[src/rtl/i2c_pkg.sv]
// rtl/i2c_pkg.sv - shared types and constants for the i2c arbiter
// ST_TOUT/ST_DRAIN are present only when I2C_ARB_TIMEOUT_EN is defined.
package i2c_pkg;

  typedef struct packed {
    logic [6:0] daddr;
    logic [7:0] addr;
    logic [7:0] data;
    logic       wen;
  } i2c_cmd_t;

  typedef struct packed {
    logic       err;
    logic [7:0] data;
  } i2c_rsp_t;

  typedef enum logic [2:0] {
    ST_IDLE     = 3'd0,
    ST_ISSUE    = 3'd1,
    ST_WAIT_RSP = 3'd2
`ifdef I2C_ARB_TIMEOUT_EN
    ,
    ST_TOUT     = 3'd3,
    ST_DRAIN    = 3'd4
`endif
  } arb_state_e;

  localparam logic [7:0] I2C_TOUT_DATA = 8'hFF;

endpackage

[src/rtl/i2c_arb_rr_pick.sv]
// rtl/i2c_arb_rr_pick.sv - combinational round-robin picker
// Scans from last_i+1 modulo N and returns the first set request.
module rr_pick #(
  parameter int N = 2,
  localparam int W = $clog2(N)
) (
  input  logic [N-1:0] req_i,
  input  logic [W-1:0] last_i,
  output logic [W-1:0] winner_o,
  output logic         any_o
);

  always_comb begin
    logic [W-1:0] idx;
    idx      = '0;
    winner_o = '0;
    any_o    = 1'b0;
    for (int i = 1; i <= N; i++) begin
      idx = W'((int'(last_i) + i) % N);
      if (!any_o && req_i[idx]) begin
        any_o    = 1'b1;
        winner_o = idx;
      end
    end
  end

endmodule

[src/rtl/i2c_arb.sv]
// rtl/i2c_arb.sv - round-robin arbiter sharing one i2c engine between N_REQ requesters
// Optional response watchdog enabled by defining I2C_ARB_TIMEOUT_EN.
module i2c_arb
  import i2c_pkg::*;
#(
  parameter int N_REQ          = 2,
  parameter int TIMEOUT_CYCLES = 2_000_000
) (
  input  logic                     clk_i,
  input  logic                     rst_i,
  input  logic [N_REQ-1:0]         req_val_i,
  input  logic [N_REQ*7-1:0]       req_daddr_i,
  input  logic [N_REQ*8-1:0]       req_addr_i,
  input  logic [N_REQ*8-1:0]       req_data_i,
  input  logic [N_REQ-1:0]         req_wen_i,
  output logic [N_REQ-1:0]         req_rdy_o,
  output logic [N_REQ-1:0]         rsp_val_o,
  output logic                     rsp_err_o,
  output logic [7:0]               rsp_data_o,
  input  logic [N_REQ-1:0]         rsp_rdy_i,
  output logic                     in_val_o,
  output logic [6:0]               in_daddr_o,
  output logic [7:0]               in_addr_o,
  output logic [7:0]               in_data_o,
  output logic                     in_wen_o,
  input  logic                     in_rdy_i,
  input  logic                     out_val_i,
  input  logic                     out_err_i,
  input  logic [7:0]               out_data_i,
  output logic                     out_rdy_o,
  output logic [$clog2(N_REQ)-1:0] grant_o,
  output logic                     busy_o
);

  localparam int GW = $clog2(N_REQ);

  arb_state_e    state_q, state_d;
  logic [GW-1:0] grant_q, grant_d;
  logic [GW-1:0] last_q, last_d;
  logic [GW-1:0] pick_win;
  logic          pick_any;
  i2c_cmd_t      cmd_a [N_REQ];
  i2c_cmd_t      cmd_sel;
  i2c_rsp_t      eng_rsp;

`ifdef I2C_ARB_TIMEOUT_EN
  logic [31:0]   cnt_q, cnt_d;
`endif

  for (genvar i = 0; i < N_REQ; i++) begin : g_cmd
    assign cmd_a[i] = {req_daddr_i[i*7 +: 7], req_addr_i[i*8 +: 8],
                       req_data_i[i*8 +: 8], req_wen_i[i]};
  end

  assign cmd_sel = cmd_a[grant_q];
  assign eng_rsp = {out_err_i, out_data_i};

  rr_pick #(.N(N_REQ)) u_pick (
    .req_i    (req_val_i),
    .last_i   (last_q),
    .winner_o (pick_win),
    .any_o    (pick_any)
  );

  always_ff @(posedge clk_i) begin
    if (rst_i) begin
      state_q <= ST_IDLE;
      grant_q <= '0;
      last_q  <= GW'(N_REQ - 1);
`ifdef I2C_ARB_TIMEOUT_EN
      cnt_q   <= '0;
`endif
    end else begin
      state_q <= state_d;
      grant_q <= grant_d;
      last_q  <= last_d;
`ifdef I2C_ARB_TIMEOUT_EN
      cnt_q   <= cnt_d;
`endif
    end
  end

  always_comb begin
    state_d = state_q;
    grant_d = grant_q;
    last_d  = last_q;
`ifdef I2C_ARB_TIMEOUT_EN
    cnt_d   = cnt_q;
`endif
    case (state_q)
      ST_IDLE: begin
        if (pick_any) begin
          grant_d = pick_win;
          state_d = ST_ISSUE;
        end
      end
      ST_ISSUE: begin
        // A withdrawn request abandons the grant without touching last.
        if (!req_val_i[grant_q]) begin
          state_d = ST_IDLE;
        end else if (in_rdy_i) begin
          state_d = ST_WAIT_RSP;
`ifdef I2C_ARB_TIMEOUT_EN
          cnt_d   = '0;
`endif
        end
      end
      ST_WAIT_RSP: begin
        if (out_val_i && rsp_rdy_i[grant_q]) begin
          last_d  = grant_q;
          state_d = ST_IDLE;
`ifdef I2C_ARB_TIMEOUT_EN
        end else if (!out_val_i && cnt_q >= 32'(TIMEOUT_CYCLES - 1)) begin
          state_d = ST_TOUT;
        end else begin
          cnt_d   = cnt_q + 32'd1;
`endif
        end
      end
`ifdef I2C_ARB_TIMEOUT_EN
      ST_TOUT: begin
        if (rsp_rdy_i[grant_q]) begin
          last_d  = grant_q;
          state_d = ST_DRAIN;
        end
      end
      ST_DRAIN: begin
        if (out_val_i) state_d = ST_IDLE;
      end
`endif
      default: state_d = ST_IDLE;
    endcase
  end

  always_comb begin
    req_rdy_o  = '0;
    rsp_val_o  = '0;
    rsp_err_o  = 1'b0;
    rsp_data_o = '0;
    in_val_o   = 1'b0;
    in_daddr_o = '0;
    in_addr_o  = '0;
    in_data_o  = '0;
    in_wen_o   = 1'b0;
    out_rdy_o  = 1'b0;
    grant_o    = grant_q;
    busy_o     = (state_q != ST_IDLE);
    case (state_q)
      ST_ISSUE: begin
        in_val_o           = req_val_i[grant_q];
        in_daddr_o         = cmd_sel.daddr;
        in_addr_o          = cmd_sel.addr;
        in_data_o          = cmd_sel.data;
        in_wen_o           = cmd_sel.wen;
        req_rdy_o[grant_q] = in_rdy_i;
      end
      ST_WAIT_RSP: begin
        rsp_val_o[grant_q] = out_val_i;
        rsp_err_o          = eng_rsp.err;
        rsp_data_o         = eng_rsp.data;
        out_rdy_o          = rsp_rdy_i[grant_q];
      end
`ifdef I2C_ARB_TIMEOUT_EN
      ST_TOUT: begin
        rsp_val_o[grant_q] = 1'b1;
        rsp_err_o          = 1'b1;
        rsp_data_o         = I2C_TOUT_DATA;
      end
      ST_DRAIN: begin
        out_rdy_o = 1'b1;
      end
`endif
      default: ;
    endcase
  end

endmodule

[config.mk]
export PLATFORM = sky130hd
export DESIGN_NAME = i2c_arb
export DESIGN_NICKNAME = d
export VERILOG_FILES = /design/src/rtl/i2c_pkg.sv /design/src/rtl/i2c_arb_rr_pick.sv /design/src/rtl/i2c_arb.sv
export SDC_FILE = /design/constraint.sdc
export NUM_CORES = 1
export LEC_CHECK = 0
export CORE_MARGIN = 5
export CORE_UTILIZATION = 24
export DETAILED_ROUTE_END_ITERATION = 10
export PLACE_DENSITY_LB_ADDON = 0.2
export SLEW_MARGIN = 20
export SYNTH_ARGS = -nofsm -noshare
export SYNTH_HDL_FRONTEND = slang
export SYNTH_SLANG_ARGS = --single-unit
[constraint.sdc]
create_clock -name clk_i -period 1.6 [get_ports clk_i]
set_input_delay 0.32 -clock clk_i [delete_from_list [all_inputs] [get_ports clk_i]]
set_output_delay 0.32 -clock clk_i [all_outputs]
set_load 0.01 [all_outputs]
After elaboration in Yosys (flattened, before gate mapping)
Cells that the tools add are included.

storage, ports and cells
  register bits after elaboration = 5
  input bits = 65
  output and inout bits = 41
  word-level logic and storage cells = 59

cells by class
  add/sub/neg operators = 2
  $lt $le $gt $ge = 5
  eq/ne operators = 5
  mux-type cells = 32
  bitwise operators = 3
  reduce and logical (&&, ||, !) cells = 9

operators with widths
  cell                   number
  $mux W24               3
  $mux W8                3
  $mux W1                17
  $mux W3                4
  $pmux W3 S3            1
  $mux W7                1
  $lt A1 B2 Y1 const B   3
  $and A2 B2 Y2          2
  $mux W2                2
  $ne A2 B2 Y1 const B   2
  $reduce_and A2 Y1      2
  $eq A3 B1 Y1 const B   1
  $eq A3 B2 Y1 const B   1
  $logic_and A1 B1 Y1    3
  $logic_not A3 Y1       1
  $ne A3 B3 Y1 const B   1
  $reduce_and A3 Y1      1
  $reduce_bool A3 Y1     1
  $add A1 B1 Y1 const B  2
  $ge A2 B2 Y1 const B   1
  $not A1 Y2             1
  $demux W1 S1           1
  $ge A1 B1 Y1 const B   1
  $logic_not A1 Y1       1

Depth between registers and ports, before layout
Gate-level depths: netlist (run 1).

  depth after elaboration = 9
  mapped depth = 4
  mapped depth without buffers = 4

By module
From an unflattened synthesis (run 1), not the netlist that was laid out.

unflattened totals
  cell total of the unflattened synthesis = 99
  area, all modules = 699.4 sq um

by module, submodules not included
  module   times used  cells an instance  area each (sq um)  sequential area each (sq um)
  i2c_arb  1           97                 685.7              80.1
  rr_pick  1           2                  13.8               0.0

Worst setup path before layout (run 1)
No wires, ideal clock.

  kind = reg-to-output
  start = reg grant_q, in the netlist grant_o
  end = out in_addr_o[4]
  arrival = 1.037 ns
  data required time = 1.280 ns
  setup slack = 0.243 ns
  stages on the path, launching flop included = 5
  cells stage by stage = dfxtp_1 -> buf_4 -> buf_2 -> mux2i_1 -> nor2_1

on the way
  longest elaborated chain between the ends = 5

RTL lines
  item                                          RTL line        source
  start: declaration                            i2c_arb.sv:38   logic [GW-1:0] grant_q, grant_d;
  start signal: assignment                      i2c_arb.sv:75   grant_q <= grant_d;
  $not A1 Y2 (implied by the code)              i2c_arb.sv:55   assign cmd_sel = cmd_a[grant_q];
  $mux W24 (implied by the code) (3 in series)  i2c_arb.sv:55
  $mux W8                                       i2c_arb.sv:148  case (state_q)
  end: declaration                              i2c_arb.sv:23   output logic [7:0] in_addr_o,

Every way passes these cells. The select of a mux whose other input is x is not followed.

Worst setup path after layout (run 1)
  start = reg grant_q, in the netlist grant_o
  end = out in_daddr_o[2]

on the way
  longest elaborated chain between the ends = 5

RTL lines
  item                                          RTL line        source
  $not A1 Y2 (implied by the code)              i2c_arb.sv:55
  $mux W24 (implied by the code) (3 in series)  i2c_arb.sv:55
  $mux W7                                       i2c_arb.sv:148
  end: declaration                              i2c_arb.sv:22   output logic [6:0] in_daddr_o,

Every way passes these cells. The select of a mux whose other input is x is not followed.

==> metrics.md, run 1 <==
| Metric | Value |
|---|---|
| Vias/cell | `4.79` |
| Critical path class | `flop to primary output` |
| CTS tree | `yes` |
| Capture point of the worst reg-to-reg path | `state_q[1]` |
| Clock sink count | `4` |
| CP endpoint kind | `primary output` |
| Final Hold Vio Count | `0` |
| Failing checks | `setup timing` |
| Nets | `about 300` |
| Synth Register Bits | `4` |
| Clock slew at reported path FFs | `0.04 ns` |
| Antenna diode count | `0` |
| Core area | `around 2700 um^2` |
| Post-synth net total | `164` |
| Buffers on Ports | `105` |
| Antenna violations before repair | `0` |
| Largest net degree at the start of global routing | `16` |
| Worst-case reg-to-reg path depth | `5` |
| GP Congestion | `around 0.7` |
| Worst hold slack | `0.528 ns` |
| Die height | `63.3 um` |
| DRC | `0` |
| Sequential area share after synthesis | `a little under an eighth` |
| Status | `complete, but fails checks` |
| DR WL/cell | `~16 um` |
| TritonCTS Buffers | `3` |
| Leakage | `0.000884 uW` |
| Total die area | `approximately 4000 um^2` |
| H-tree Lvls | `1` |
| Worst Skew | `0.00449 ns` |
| CP max FO | `8` |
| HP Class | `flop to flop` |
| Worst skew pair latency | `0.24 ns` |
| Final WS setup | `-0.0248 ns` |
| Data arrival time of the worst path | `approximately 1.3 ns` |
| Vias in the first global route | `1257` |
| Layout cells sized above 1 | `about a third` |
| CP startpoint | `grant_o` |
| Initial drt markers | `41` |
| Placed inst area | `1860 um^2` |
| Ys Warns | `0` |
| Worst R2R Start | `grant_o` |
| RSZ-0062 raised after global routing | `true` |
| Netlist cell types | `23` |
| Total power per unit cell area | `~400 nW/um^2` |
| Post-DRT Antenna Nets | `0` |
| Hold Path Depth | `2` |
| Detailed Routing Iterations Pass 1 | `4` |
| Die W | `between 60 and 70 um` |
| Cells after Synth | `99` |
| Syn avg cell area | `roughly 7 um^2` |
| Synth Cell Area | `682 um^2` |
| Setup violators final | `3` |
| Row cnt | `19` |
| Initial Util | `24.9%` |
| First-pass GRT wire length | `around 6300 um` |
| Fmax achieved | `615 MHz` |
| CTS Root Cell | `clkbuf_4` |
| Clk buf depth | `2` |
| Max-cap viol count | `0` |
| Routed vias | `1226` |
| Post-layout instance area | `about 1900 um^2` |
| Reg2reg setup slack | `0.19 ns` |
| Hold Startpoint | `last_q` |
| Fin crit period | `1.62 ns` |
| Count of final max-slew check failures | `0` |
| Worst slew margin | `84.3%` |
| Synthesis-to-finish area growth | `177%` |
| Final wirelength | `about 4000 um` |
| Peak VDD IR | `378 uV` |
| HPWL Detailed | `3080 um` |
| Total track usage | `19.3%` |
| Critical path required time | `1.28 ns` |
| CP Launch Type | `flop` |
| Worst Tran Pin Value | `0.234 ns` |
| Tcrit/Tclk final | `102%` |
| Worst min-delay path endpoint | `last_q` |
| Gr ovfl total | `0` |
| Ports | `106` |
==> worst max-delay path by stage <==
| stage | to | slack (ns) | cells past startpoint |
|---|---|---|---|
| floorplan | in_addr_o[4] | 0.24 | 4 |
| global placement | rsp_val_o[0] | -0.30 | 4 |
| detailed placement | rsp_val_o[0] | -0.36 | 4 |
| CTS | rsp_val_o[0] | -0.06 | 4 |
| global route | in_addr_o[3] | -0.07 | 5 |
| finish | in_daddr_o[2] | -0.02 | 5 |
==> per-layer routing <==
metal | part of all wire, % | GRT usage, % | routed length, um
met1 | 36 | 20.3 | 1460
met5 | 0 | 0 | 0
met4 | 1.1 | 4.42 | 43
met2 | 54 | 37.8 | 2170
met3 | 9.0 | 4.62 | 363
==> per-stage QoR <==
step | cells | setup TNS, ns | power, uW | worst slack [ns] | util, %
after floorplan | 99 | 0 | 283 | 0.243 | -
after global placement | 241 | -7.02 | 601 | -0.301 | 68.0
after detailed placement | 241 | -7.93 | 615 | -0.363 | 68.0
after CTS | 255 | -0.329 | 764 | -0.0626 | 71.8
after global routing | 256 | -0.249 | 805 | -0.0730 | 69.0
final | 256 | -0.0481 | 759 | -0.0248 | 69.0
==> synth_stat cells <==
library cell,count,area share [%]
nand4_1,1,0.92
nor2b_1,1,0.92
or2b_1,1,1.1
o21ai_0,4,2.9
or3_1,1,0.92
or3b_1,1,1.3
nand3_1,2,1.5
buf_6,1,1.7
and3_1,1,0.92
dfxtp_1,4,12
and2_1,9,8.3
inv_1,3,1.7
nor3_1,1,0.73
buf_4,1,1.1
a21oi_1,4,2.9
mux2i_1,26,38
buf_2,3,2.2
clkbuf_1,3,1.7
and4b_1,1,1.5
nor3b_1,1,1.1
nor2_1,27,15
nand2b_1,1,0.92
nand2_1,2,1.1
==> power breakdown <==
part / total [uW] / switching, uW / internal [uW]
clock network: 130 / 45.8 / 84.2
logic: 510 / 192 / 318
registers: 119 / 13.0 / 106
==> cells by family after synthesis <==
kind of cell,after synthesis,share of synthesized area (%)
buf+inv,11,8.26
compound gates,8,5.87
mux,26,38.2
simple gates,50,36.0
flops,4,11.7
==> registers in the layout, indices dropped and copies added (netlist names) <==
name     count
grant_o      1
last_q       1
state_q      2
==> layout by cell type (no fill, tap or decap), types with 3 or more instances in the layout <==
| cell type | n |
|---|---|
| clkdlybuf4s50_1 | 63 |
| buf_2 | 29 |
| nor2_1 | 25 |
| mux2i_1 | 22 |
| buf_4 | 14 |
| clkbuf_2 | 10 |
| and2_1 | 9 |
| buf_6 | 6 |
| o21ai_0 | 4 |
| a21oi_1 | 4 |
| inv_1 | 3 |
| clkbuf_4 | 3 |
| buf_12 | 3 |
==> critical path, cell delays in order (launching register included) <==
cell     delay, ns
dfxtp_4       0.42
buf_12        0.15
buf_4         0.11
mux2i_1       0.18
nor2_1        0.06
buf_2         0.14
==> layout make-up <==
cell class                      count  area [um^2]
Sequential cell                     4         86.3
Clock buffer                        3         22.5
Timing Repair Buffer              131         1120
Inverter                            3         11.3
Tap cell                           31         38.8
Multi-Input combinational cell     84          603
Fill cell                         240          848
==> timing repair <==
item                                   CTS  global route
pin swaps                                1             6
setup buffers                            9             3
endpoints found under the hold margin    0             0
hold buffers                             0             0
gates cloned                             2             2
setup endpoints to repair               41            36
gates resized for setup                135            38
No activity file was read; power rests on OpenSTA's default activity.
==> run 2: changes to the inputs <==
--- a/config.mk
+++ b/config.mk
@@ -13,3 +13,4 @@
 export SYNTH_ARGS = -nofsm -noshare
 export SYNTH_HDL_FRONTEND = slang
 export SYNTH_SLANG_ARGS = --single-unit
+export TNS_END_PERCENT = 5
==> run 2 against run 1 <==
The run still ends with setup timing left. Maximum frequency is 1.1% higher. Critical path depth stayed put. Clock power is 4% lower. Via count is 4.6% lower. Routed wire length is 6.0% lower. Global-route usage is 1.7 points lower. Clock skew is 0.0012 ns lower. Non-clock buffer count is 7 lower. Core utilization is 2.8 points lower. Critical path type unchanged. Clock-buffer cell count stayed put.
==> metrics.md, run 2 (synthesis gave the netlist of run 1 again) <==
| Metric | Value |
|---|---|
| Number of flip-flops in the largest register | `2 (unchanged)` |
| TritonCTS Buffers | `3 (unchanged)` |
| Clk buf depth | `2 (unchanged)` |
| Clock sink count | `4 (unchanged)` |
| Layout cells sized above 1 | `32.1% (-2.6 points)` |
| Clock power frac | `17.2% (about the same)` |
| Sw power | `235 uW (-6.3%)` |
| Vias in the first global route | `1168 (-7.1%)` |
| Fin crit period | `1.61 ns (-0.0179 ns)` |
| Max stage delay on crit path | `0.42 ns (about the same)` |
| Final Hold Vio Count | `0 (unchanged)` |
| Gate power share | `66.8% (-0.3 points)` |
| Pre-CTS setup slack | `-0.363 ns (unchanged)` |
| Data arrival time of the worst path | `1.29 ns (about the same)` |
| Max-cap viol count | `0 (unchanged)` |
| Worst hold slack | `0.508 ns (-0.0191 ns)` |
| Antenna diode count | `0 (unchanged)` |
| Status | `complete, but fails checks` |
| Total power per unit cell area | `401 nW/um^2 (-0.30%)` |
| Final WS setup | `-0.00691 ns (+0.0179 ns)` |
| Count of final max-slew check failures | `0 (unchanged)` |
| H-tree Lvls | `1 (unchanged)` |
| Peak VDD IR | `481 uV (+27%)` |
| Clock slew at reported path FFs | `0.04 ns (about the same)` |
| Initial drt markers | `41 (unchanged)` |
| Worst skew pair latency | `0.23 ns (about the same)` |
| Crit-path cells | `buf_12 > buf_4 > mux2i_1 > nor2_1 > buf_2` |
| Sw Share | `32.4% (-0.64 points)` |
| CTS tree | `yes` |
| Routed vias | `1170 (-4.6%)` |
| Failing checks | `setup timing` |
| Fmax achieved | `622 MHz (+1.1%)` |
| DRC | `0 (unchanged)` |
| Nets | `285 (-2.4%)` |
| GP Congestion | `0.715 (unchanged)` |
| Dpl cells | `241 (unchanged)` |
| Gr ovfl total | `0 (unchanged)` |
| Worst Tran Pin Value | `0.234 ns (+0.000731 ns)` |
| Pint | `491 uW (-3.5%)` |
| CP Launch Type | `flop` |
| Setup TNS Final | `-0.0114 ns (+0.0366 ns)` |
| Row cnt | `19 (unchanged)` |
| Buffers on Ports | `105 (unchanged)` |
| Most common cell after layout, fill and taps aside | `clkdlybuf4s50_1` |
| Total track usage | `17.6% (-1.7 points)` |
| Sequential Power Share | `16.0% (+0.3 points)` |
| Post-DRT Antenna Nets | `0 (unchanged)` |
| DR WL/cell | `15.2 um (-3.3%)` |
| Critical path class | `flop to primary output` |
| Setup violators final | `3 (unchanged)` |
| HPWL Detailed | `3080 um (unchanged)` |
| HP Class | `flop to flop` |
| Top reg by flops | `state_q` |
| Fin cells | `249 (-2.7%)` |
| Antenna violations before repair | `0 (unchanged)` |
| Most frequent cells in the layout | `clkdlybuf4s50_1 (63), nor2_1 (25), mux2i_1 (22)` |
| Core area | `2730 um^2 (unchanged)` |
| First-pass GRT wire length | `5730 um (-8.6%)` |
| CP endpoint kind | `primary output` |
| Crit path max-delay cell type | `dfxtp_4` |
| Tcrit/Tclk final | `100% (-1.1 points)` |
| Critical path required time | `1.28 ns (about the same)` |
| CTS Root Cell | `clkbuf_4` |
| Detailed Routing Iterations Pass 1 | `4 (unchanged)` |
| Pwr Total | `726 uW (-4.4%)` |
| Largest net degree at the start of global routing | `16 (unchanged)` |
| Worst Skew | `0.00330 ns (-0.00119 ns)` |
| Leakage | `0.000836 uW (-5.4%)` |
| Vias/cell | `4.70 (-1.9%)` |
| Final wirelength | `3790 um (-6.0%)` |
| Fill cells | `246 (+2.5%)` |
| Die height | `63.3 um (unchanged)` |
| CP max FO | `8 (unchanged)` |
| Synthesis-to-finish area growth | `165%` |
| Worst slew margin | `84.2% (about the same)` |
| Ports | `106 (unchanged)` |
| Total die area | `4010 um^2 (unchanged)` |
| Initial Util | `24.9% (unchanged)` |
| Die W | `63.3 um (unchanged)` |
| RSZ-0062 raised after global routing | `true` |
-- run 2: per-layer routing --
layer / wire (um) / vias up / part of all wire [%] / track usage (%)
met5: 0 / - / 0 / 0
met4: 14 / 0 / 0.37 / 3.12
met3: 318 / 2 / 8.4 / 4.97
met2: 2030 / 72 / 53 / 34.5
met1: 1430 / 524 / 38 / 18.4
li1: - / 572 / - / -
-- run 2: cell type report --
class / count / area, um^2 / share of cell area (%)
Inverter: 3 / 11.3 / 0.623
Tap cell: 31 / 38.8 / 2.15
Multi-Input combinational cell: 84 / 579 / 32.0
Timing Repair Buffer: 124 / 1070 / 59.2
Clock buffer: 3 / 22.5 / 1.25
Sequential cell: 4 / 85.1 / 4.71
-- run 2: repair_timing --
action | 4_1_cts | 5_1_grt
setup endpoints to repair | 41 | 31
gates cloned | 1 | 0
setup buffers | 0 | 4
gates resized for setup | 109 | 44
hold buffers | 0 | 0
endpoints found under the hold margin | 0 | 0
-- run 2: power by group through the flow --
| stage | Sequential (uW) | Clock (uW) | Combinational [uW] |
|---|---|---|---|
| 2_1_floorplan | 112 | 0 | 171 |
| 3_3_place_gp | 115 | 0 | 487 |
| 3_5_place_dp | 115 | 0 | 500 |
| 4_1_cts | 116 | 126 | 484 |
| 5_1_grt | 117 | 134 | 521 |
| 6_report | 116 | 125 | 485 |
-- run 2: critical path, delay by kind of cell (launching register included) --
family / cells / cell delay [ns]
AND/OR/NAND/NOR: 1 / 0.05
flip-flops: 1 / 0.42
multiplexers: 1 / 0.18
buffers and inverters: 3 / 0.40
-- run 2: path summary, 6_finish.rpt --
kind / startpoint / to / slack, ns / depth (start not counted)
setup / recovery: grant_o / in_addr_o[4] / -0.007 / 5
hold / removal: last_q / last_q / 0.51 / 2
setup reg to reg: grant_o / state_q[1] / 0.19 / 5
hold reg to reg: last_q / last_q / 0.51 / 2
-- run 2: per-stage QoR --
stage                     utilization [%]  cell area [um^2]
after global placement               68.0              1860
after global routing                 66.1              1810
after detailed placement             68.0              1860
after CTS                            69.2              1890
after floorplan                         -               682
final                                66.1              1810
